`src/rtl/btn_sram_ctrl_multi.sv`:
```
// btn_sram_ctrl_multi
// Debounces NUM_KEYS active-low push-buttons and turns presses into pending
// commands. The commands are applied at end-of-frame: scroll the SRAM read base
// up or down by one line (key0/key1), toggle freeze (key2), or sweep-clear the
// frame buffer (key3).
// Ports:
//   pixel_clk    sole clock, rising edge
//   rst          synchronous active-high reset
//   EoFrame      one-cycle end-of-frame strobe
//   key          raw keys, asynchronous, active-low
//   key_pressed  one-cycle pulse per accepted press
//   base_addr    SRAM word address of the first displayed pixel
//   freeze       display path must not accept new UART writes
//   clr_busy     clear sweep owns the SRAM
//   sram_addr    write address during the sweep
//   sram_wdata   write data (always zero)
//   sram_we_n    active-low write enable, low only during the sweep
module btn_sram_ctrl_multi #(
  parameter int unsigned NUM_KEYS        = 4,
  parameter int unsigned DEBOUNCE_CYCLES = 250000,
  parameter int unsigned ADDR_WIDTH      = 20,
  parameter int unsigned DATA_WIDTH      = 16,
  parameter int unsigned LINE_WORDS      = 640,
  parameter int unsigned FRAME_WORDS     = 307200
) (
  input  logic                  pixel_clk,
  input  logic                  rst,
  input  logic                  EoFrame,
  input  logic [NUM_KEYS-1:0]   key,
  output logic [NUM_KEYS-1:0]   key_pressed,
  output logic [ADDR_WIDTH-1:0] base_addr,
  output logic                  freeze,
  output logic                  clr_busy,
  output logic [ADDR_WIDTH-1:0] sram_addr,
  output logic [DATA_WIDTH-1:0] sram_wdata,
  output logic                  sram_we_n
);

  localparam int unsigned CNT_W = $clog2(DEBOUNCE_CYCLES + 1);
  localparam int unsigned SUM_W = ADDR_WIDTH + 1;

  typedef enum logic {
    S_IDLE  = 1'b0,
    S_CLEAR = 1'b1
  } state_t;

  // Key front end
  logic [NUM_KEYS-1:0] r_sync1;
  logic [NUM_KEYS-1:0] r_sync2;
  logic [NUM_KEYS-1:0] r_deb;
  logic [NUM_KEYS-1:0] r_deb_d;
  logic [NUM_KEYS-1:0] r_key_pressed;
  logic [CNT_W-1:0]    r_cnt [NUM_KEYS];

  // Command / sweep state
  state_t                r_state;
  state_t                w_state_nxt;
  logic [3:0]            r_pend;
  logic [3:0]            w_pend_nxt;
  logic [3:0]            w_eff;
  logic [ADDR_WIDTH-1:0] r_base;
  logic [ADDR_WIDTH-1:0] w_base_nxt;
  logic                  r_freeze;
  logic                  w_freeze_nxt;
  logic                  r_busy;
  logic                  w_busy_nxt;
  logic [ADDR_WIDTH-1:0] r_saddr;
  logic [ADDR_WIDTH-1:0] w_saddr_nxt;
  logic                  r_we_n;
  logic                  w_we_n_nxt;

  logic [SUM_W-1:0] w_base_ext;
  logic [SUM_W-1:0] w_up_sum;
  logic [SUM_W-1:0] w_up;
  logic [SUM_W-1:0] w_dn;

  // Synchroniser, debouncer and press-pulse register per key.
  // The deb value is delayed once more so a debounced fall is seen as a
  // registered pulse one cycle after the debounced state moves.
  always_ff @(posedge pixel_clk) begin
    if (rst) begin
      r_sync1       <= '1;
      r_sync2       <= '1;
      r_deb         <= '1;
      r_deb_d       <= '1;
      r_key_pressed <= '0;
      for (int i = 0; i < int'(NUM_KEYS); i++) begin
        r_cnt[i] <= '0;
      end
    end else begin
      r_sync1       <= key;
      r_sync2       <= r_sync1;
      r_deb_d       <= r_deb;
      r_key_pressed <= r_deb_d & ~r_deb;
      for (int i = 0; i < int'(NUM_KEYS); i++) begin
        if (r_sync2[i] != r_deb[i]) begin
          if (r_cnt[i] == CNT_W'(DEBOUNCE_CYCLES)) begin
            r_deb[i] <= r_sync2[i];
            r_cnt[i] <= '0;
          end else begin
            r_cnt[i] <= r_cnt[i] + CNT_W'(1);
          end
        end else begin
          r_cnt[i] <= '0;
        end
      end
    end
  end

  // Wrap-around scroll arithmetic, one bit wider than the address
  always_comb begin
    w_base_ext = {1'b0, r_base};
    w_up_sum   = w_base_ext + SUM_W'(LINE_WORDS);
    if (w_up_sum >= SUM_W'(FRAME_WORDS)) begin
      w_up = w_up_sum - SUM_W'(FRAME_WORDS);
    end else begin
      w_up = w_up_sum;
    end
    if (w_base_ext < SUM_W'(LINE_WORDS)) begin
      w_dn = w_base_ext + SUM_W'(FRAME_WORDS) - SUM_W'(LINE_WORDS);
    end else begin
      w_dn = w_base_ext - SUM_W'(LINE_WORDS);
    end
  end

  // Next-state and next-output logic
  always_comb begin
    w_state_nxt  = r_state;
    w_base_nxt   = r_base;
    w_freeze_nxt = r_freeze;
    w_busy_nxt   = r_busy;
    w_saddr_nxt  = r_saddr;
    w_we_n_nxt   = r_we_n;
    // A pulse in the same cycle as EoFrame still counts for that frame
    w_eff        = r_pend | r_key_pressed[3:0];
    w_pend_nxt   = w_eff;

    unique case (r_state)
      S_IDLE: begin
        if (EoFrame) begin
          w_pend_nxt = '0;
          if (w_eff[2]) begin
            w_freeze_nxt = ~r_freeze;
          end
          if (w_eff[3]) begin
            // Clear wins over scroll; scroll requests are discarded
            w_state_nxt = S_CLEAR;
            w_busy_nxt  = 1'b1;
            w_saddr_nxt = '0;
            w_we_n_nxt  = 1'b0;
          end else if (w_eff[0] && !w_eff[1]) begin
            w_base_nxt = ADDR_WIDTH'(w_up);
          end else if (w_eff[1] && !w_eff[0]) begin
            w_base_nxt = ADDR_WIDTH'(w_dn);
          end
        end
      end
      S_CLEAR: begin
        // EoFrame ignored; clear requests dropped, others kept pending
        w_pend_nxt = r_pend | {1'b0, r_key_pressed[2:0]};
        if (r_saddr == ADDR_WIDTH'(FRAME_WORDS - 1)) begin
          w_state_nxt = S_IDLE;
          w_busy_nxt  = 1'b0;
          w_we_n_nxt  = 1'b1;
          w_saddr_nxt = '0;
          w_base_nxt  = '0;
        end else begin
          w_saddr_nxt = r_saddr + ADDR_WIDTH'(1);
        end
      end
      default: begin
        w_state_nxt = S_IDLE;
      end
    endcase
  end

  // State and output registers
  always_ff @(posedge pixel_clk) begin
    if (rst) begin
      r_state  <= S_IDLE;
      r_pend   <= '0;
      r_base   <= '0;
      r_freeze <= 1'b0;
      r_busy   <= 1'b0;
      r_saddr  <= '0;
      r_we_n   <= 1'b1;
    end else begin
      r_state  <= w_state_nxt;
      r_pend   <= w_pend_nxt;
      r_base   <= w_base_nxt;
      r_freeze <= w_freeze_nxt;
      r_busy   <= w_busy_nxt;
      r_saddr  <= w_saddr_nxt;
      r_we_n   <= w_we_n_nxt;
    end
  end

  assign key_pressed = r_key_pressed;
  assign base_addr   = r_base;
  assign freeze      = r_freeze;
  assign clr_busy    = r_busy;
  assign sram_addr   = r_saddr;
  assign sram_wdata  = '0;
  assign sram_we_n   = r_we_n;

endmodule
```
`config.mk`:
```
export PLATFORM = sky130hd
export DESIGN_NAME = btn_sram_ctrl_multi
export DESIGN_NICKNAME = d
export VERILOG_FILES = /design/src/rtl/btn_sram_ctrl_multi.sv
export SDC_FILE = /design/constraint.sdc
export NUM_CORES = 1
export LEC_CHECK = 0
export BUFFER_PORTS_ARGS = -buffer_cell sky130_fd_sc_hd__buf_2
export CORE_ASPECT_RATIO = 0.8
export CORE_MARGIN = 5
export CORE_UTILIZATION = 60
export CTS_BUF_LIST = sky130_fd_sc_hd__clkbuf_16
export CTS_CLUSTER_DIAMETER = 60
export DETAILED_ROUTE_END_ITERATION = 8
export PLACE_DENSITY = 0.92
export SLEW_MARGIN = 30
export SYNTH_ARGS = -nofsm -noshare
export SYNTH_HDL_FRONTEND = slang
export SYNTH_SLANG_ARGS = --single-unit
```
`constraint.sdc`:
```
create_clock -name pixel_clk -period 3.2 [get_ports pixel_clk]
set_clock_uncertainty 0.05 [all_clocks]
set_input_delay 0.48 -clock pixel_clk [delete_from_list [all_inputs] [get_ports pixel_clk]]
set_output_delay 0.48 -clock pixel_clk [all_outputs]
set_load 0.01 [all_outputs]
```
==> results.md <==
* Hold WS at about 190 ps
* CP endpoint kind: flop
* Critical Path RT at 3500 ps
* Die area at between 0.01 and 0.015 mm²
* Crit path DAT at about 3300 ps
* Port buffer count at 46
* P&R area growth vs syn at 15.2%
* Crit Path Class: flop to flop
* Tcrit/Tclk final at just over 90%
* Max-cap violation count at 0
* Post-synth EDFFs at approximately 70
* Largest net degree at the start of global routing at 35
* Fin. Hold Viols at 0
* Remaining DRCs at 0
* Setup Buffers After CTS at 0
* H-tree depth at 4
* Power Density at around 470 mW/mm²
* GR Overflow Total at 0
* WL/cell at between 15 and 20 µm
* Delay of the slowest critical-path stage at 450 ps
* Antenna violations before repair at 0
* Share of layout cells above drive strength 1 at a little under an eighth
* Slew @ Worst Pin at 717 ps
* P_leak at between 3 and 4 nW
* Via density at 5.57
* Antenna Violating Nets Remaining at 0
* Fin Setup TNS at 0 ps
* CP Cell Sequence: ha_2 -> o2111ai_2 -> xnor2_2 -> ha_1 -> nor4b_1 -> o221ai_1 -> o211ai_2 -> o21ai_2 -> mux2_1 -> a31oi_1
* Num ports at 70
* CP max FO at 8
* Number of global-route vias before repair at 5901
* Ys Warns at 0
* Yosys reg bits at roughly 130
* Seq/Total Area, Yosys at 46.1%
* Standard-cell rows at 36
* Worst Hold Class: input pin to flop
* Multi-input gate area at about 0.004 mm²
* Yosys top cell area share at between 20% and 30%
* Deepest clock path buffer count at 2
* First drt pass iteration count at 5
* Core footprint at roughly 0.012 mm²
* Die Wd at about 130 µm
* Synthesized cell area at 0.00733 mm²
* Aggregate global-route resource usage at about a quarter
* Die Y at approximately 110 µm
* Final Slew Violations at 0
* Clock Latency Late Sink at around 430 ps
* Slowest cell on crit path: dfxtp_1
* Highest clock rate at 0.338 GHz
* Final setup violation count at 0
* Initial Util at 60.7%
* Fill cells at 847
* Ys async rst share at 0%
* Rel. slew slack at roughly half
* Clock sink count at 133
* Clock root buffer: clkbuf_16
* Status: finished, final reports clean
* Largest cells by area after synthesis: edfxtp_1 29%, dfxtp_1 17%, nor2_1 6.8%
* Storage cell area at about 0.0034 mm²
* DRT iter0 DRCs at 518
* Most used flip-flop cell after synthesis: edfxtp_1
* Netlist cell types at 65
* Max VDD drop at approximately 0.34 mV
* Startpoint types: flop
* Nets@finish at between 900 and 1000
* Total CTS buffers at 17
* CTS tree: yes
* Yosys top cell by area: edfxtp_1
* Wirelength, routed at between 15000 and 20000 µm
* Syn Inst Count at 801
* Fin crit period at between 2000 and 3000 ps
* Antenna cells at 0
* Vias after detailed routing at between 5000 and 6000
* Post-Syn Area per Cell at between 9 and 10 µm²
* First-pass GRT wire length at ~28000 µm
* GP Congestion at between 0.9 and 1
* R2R depth at 10
* Reg clk slew, reported paths at 60 ps
* DP HPWL at ~11000 µm
* Hold path cells at 2
[logic make-up (layout without fill, tap and decap cells)]
kind of cell    count (synthesis)  after routing  synth area share (%)
compound gates                112            112                  9.64
xor+xnor                       85             85                  10.2
fa+ha+maj                      13             13                  2.22
buf+inv                        80            110                  5.53
flops                         133            133                  46.1
mux                             7              7                 0.973
other cells                     2             95                 0.102
simple gates                  369            369                  25.2
[layout make-up]
class	instances	share of cell area [%]
repair buffers	51	3.17
inverters	27	1.20
flip-flops and latches	133	40.1
clock buffers	18	5.33
multi-input cells	681	46.2
clock inverters	14	1.73
well taps	152	2.25
[power by group]
part	switching, mW	internal, mW
clock	0.772	1.20
sequential	0.0476	1.84
combinational	0.0789	0.0382
total	0.898	3.08
[synth_stat cells, types with 4 or more instances]
| cell | number |
|---|---|
| inv_1 | 26 |
| xnor2_1 | 43 |
| and3_1 | 15 |
| o21ai_0 | 26 |
| buf_4 | 24 |
| xor2_1 | 42 |
| nor3_1 | 21 |
| and2_1 | 4 |
| nand4_1 | 16 |
| and4_1 | 5 |
| or2_2 | 15 |
| dfxtp_1 | 61 |
| a211oi_1 | 4 |
| nand2_1 | 52 |
| edfxtp_1 | 72 |
| ha_1 | 13 |
| a21oi_1 | 32 |
| nand3b_1 | 4 |
| or3_1 | 24 |
| nor4b_1 | 6 |
| o22ai_1 | 5 |
| nand3_1 | 48 |
| buf_2 | 6 |
| a21o_1 | 5 |
| nand2b_1 | 4 |
| a31oi_1 | 5 |
| nor2_1 | 132 |
| o21ai_1 | 9 |
| clkbuf_1 | 20 |
| o211ai_1 | 6 |
| nor4_1 | 5 |
| mux2i_1 | 6 |
[timing repair]
item	in CTS	in global routing
hold buffers	0	0
endpoints found under the setup margin	0	1
resized for setup	0	2
[per-layer routing]
layer	up-vias	global-route usage (%)	share of wire [%]
li1	2934	-	-
met1	2760	30.8	44
met2	265	38.2	46
met3	38	5.86	6.9
met4	0	9.77	2.6
met5	-	0	0
[per-stage QoR]
step	utilization (%)	instances	instance area [µm²]	worst slack, ps	power (mW)
after floorplan	-	894	7680	502	2.02
after global placement	64.9	1044	7840	381	2.03
after detailed placement	64.9	1044	7840	208	2.03
after CTS	69.8	1076	8430	183	3.98
after global routing	70.0	1076	8440	-18.2	4.10
final	70.0	1076	8440	237	3.98
[state kept, by name, summed over array words and instances, names as in the netlist]
signal,count
clr_busy,1
r_deb_d,4
r_sync2,4
r_state,1
key_pressed,4
freeze,1
base_addr,13
sram_addr,20
r_deb,4
sram_we_n,1
r_sync1,4
r_pend,4
r_cnt,72
[critical path, delay by kind of cell (launching register included)]
family	cells	cell delay (ps)
XOR/XNOR	1	260
flip-flops	1	450
adder cells (fa/ha/maj)	2	510
AND/OR/NAND/NOR	1	240
AO/OA/AOI/OAI	5	1030
multiplexers	1	340
[cells in the final DEF, fill, tap and decap left out, types with 21 or more instances in the layout]
cell	instances
o21ai_0	26
a21oi_1	32
xnor2_1	42
conb_1	95
edfxtp_1	72
buf_2	46
nand2_1	52
nand3_1	48
dfxtp_1	61
xor2_1	42
inv_1	27
nor3_1	21
nor2_1	131
or3_1	24
[final timing paths]
kind	from	endpoint	slack (ps)
setup / recovery	base_addr[7]$_SDFFE_PP0P_	base_addr[15]$_SDFFE_PP0P_	240
hold / removal	key[2]	r_sync1[2]$_SDFF_PP1_	190
setup reg to reg	base_addr[7]$_SDFFE_PP0P_	base_addr[15]$_SDFFE_PP0P_	240
hold reg to reg	r_sync1[2]$_SDFF_PP1_	r_sync2[2]$_SDFF_PP1_	370
(Power assumes the default switching activity.)
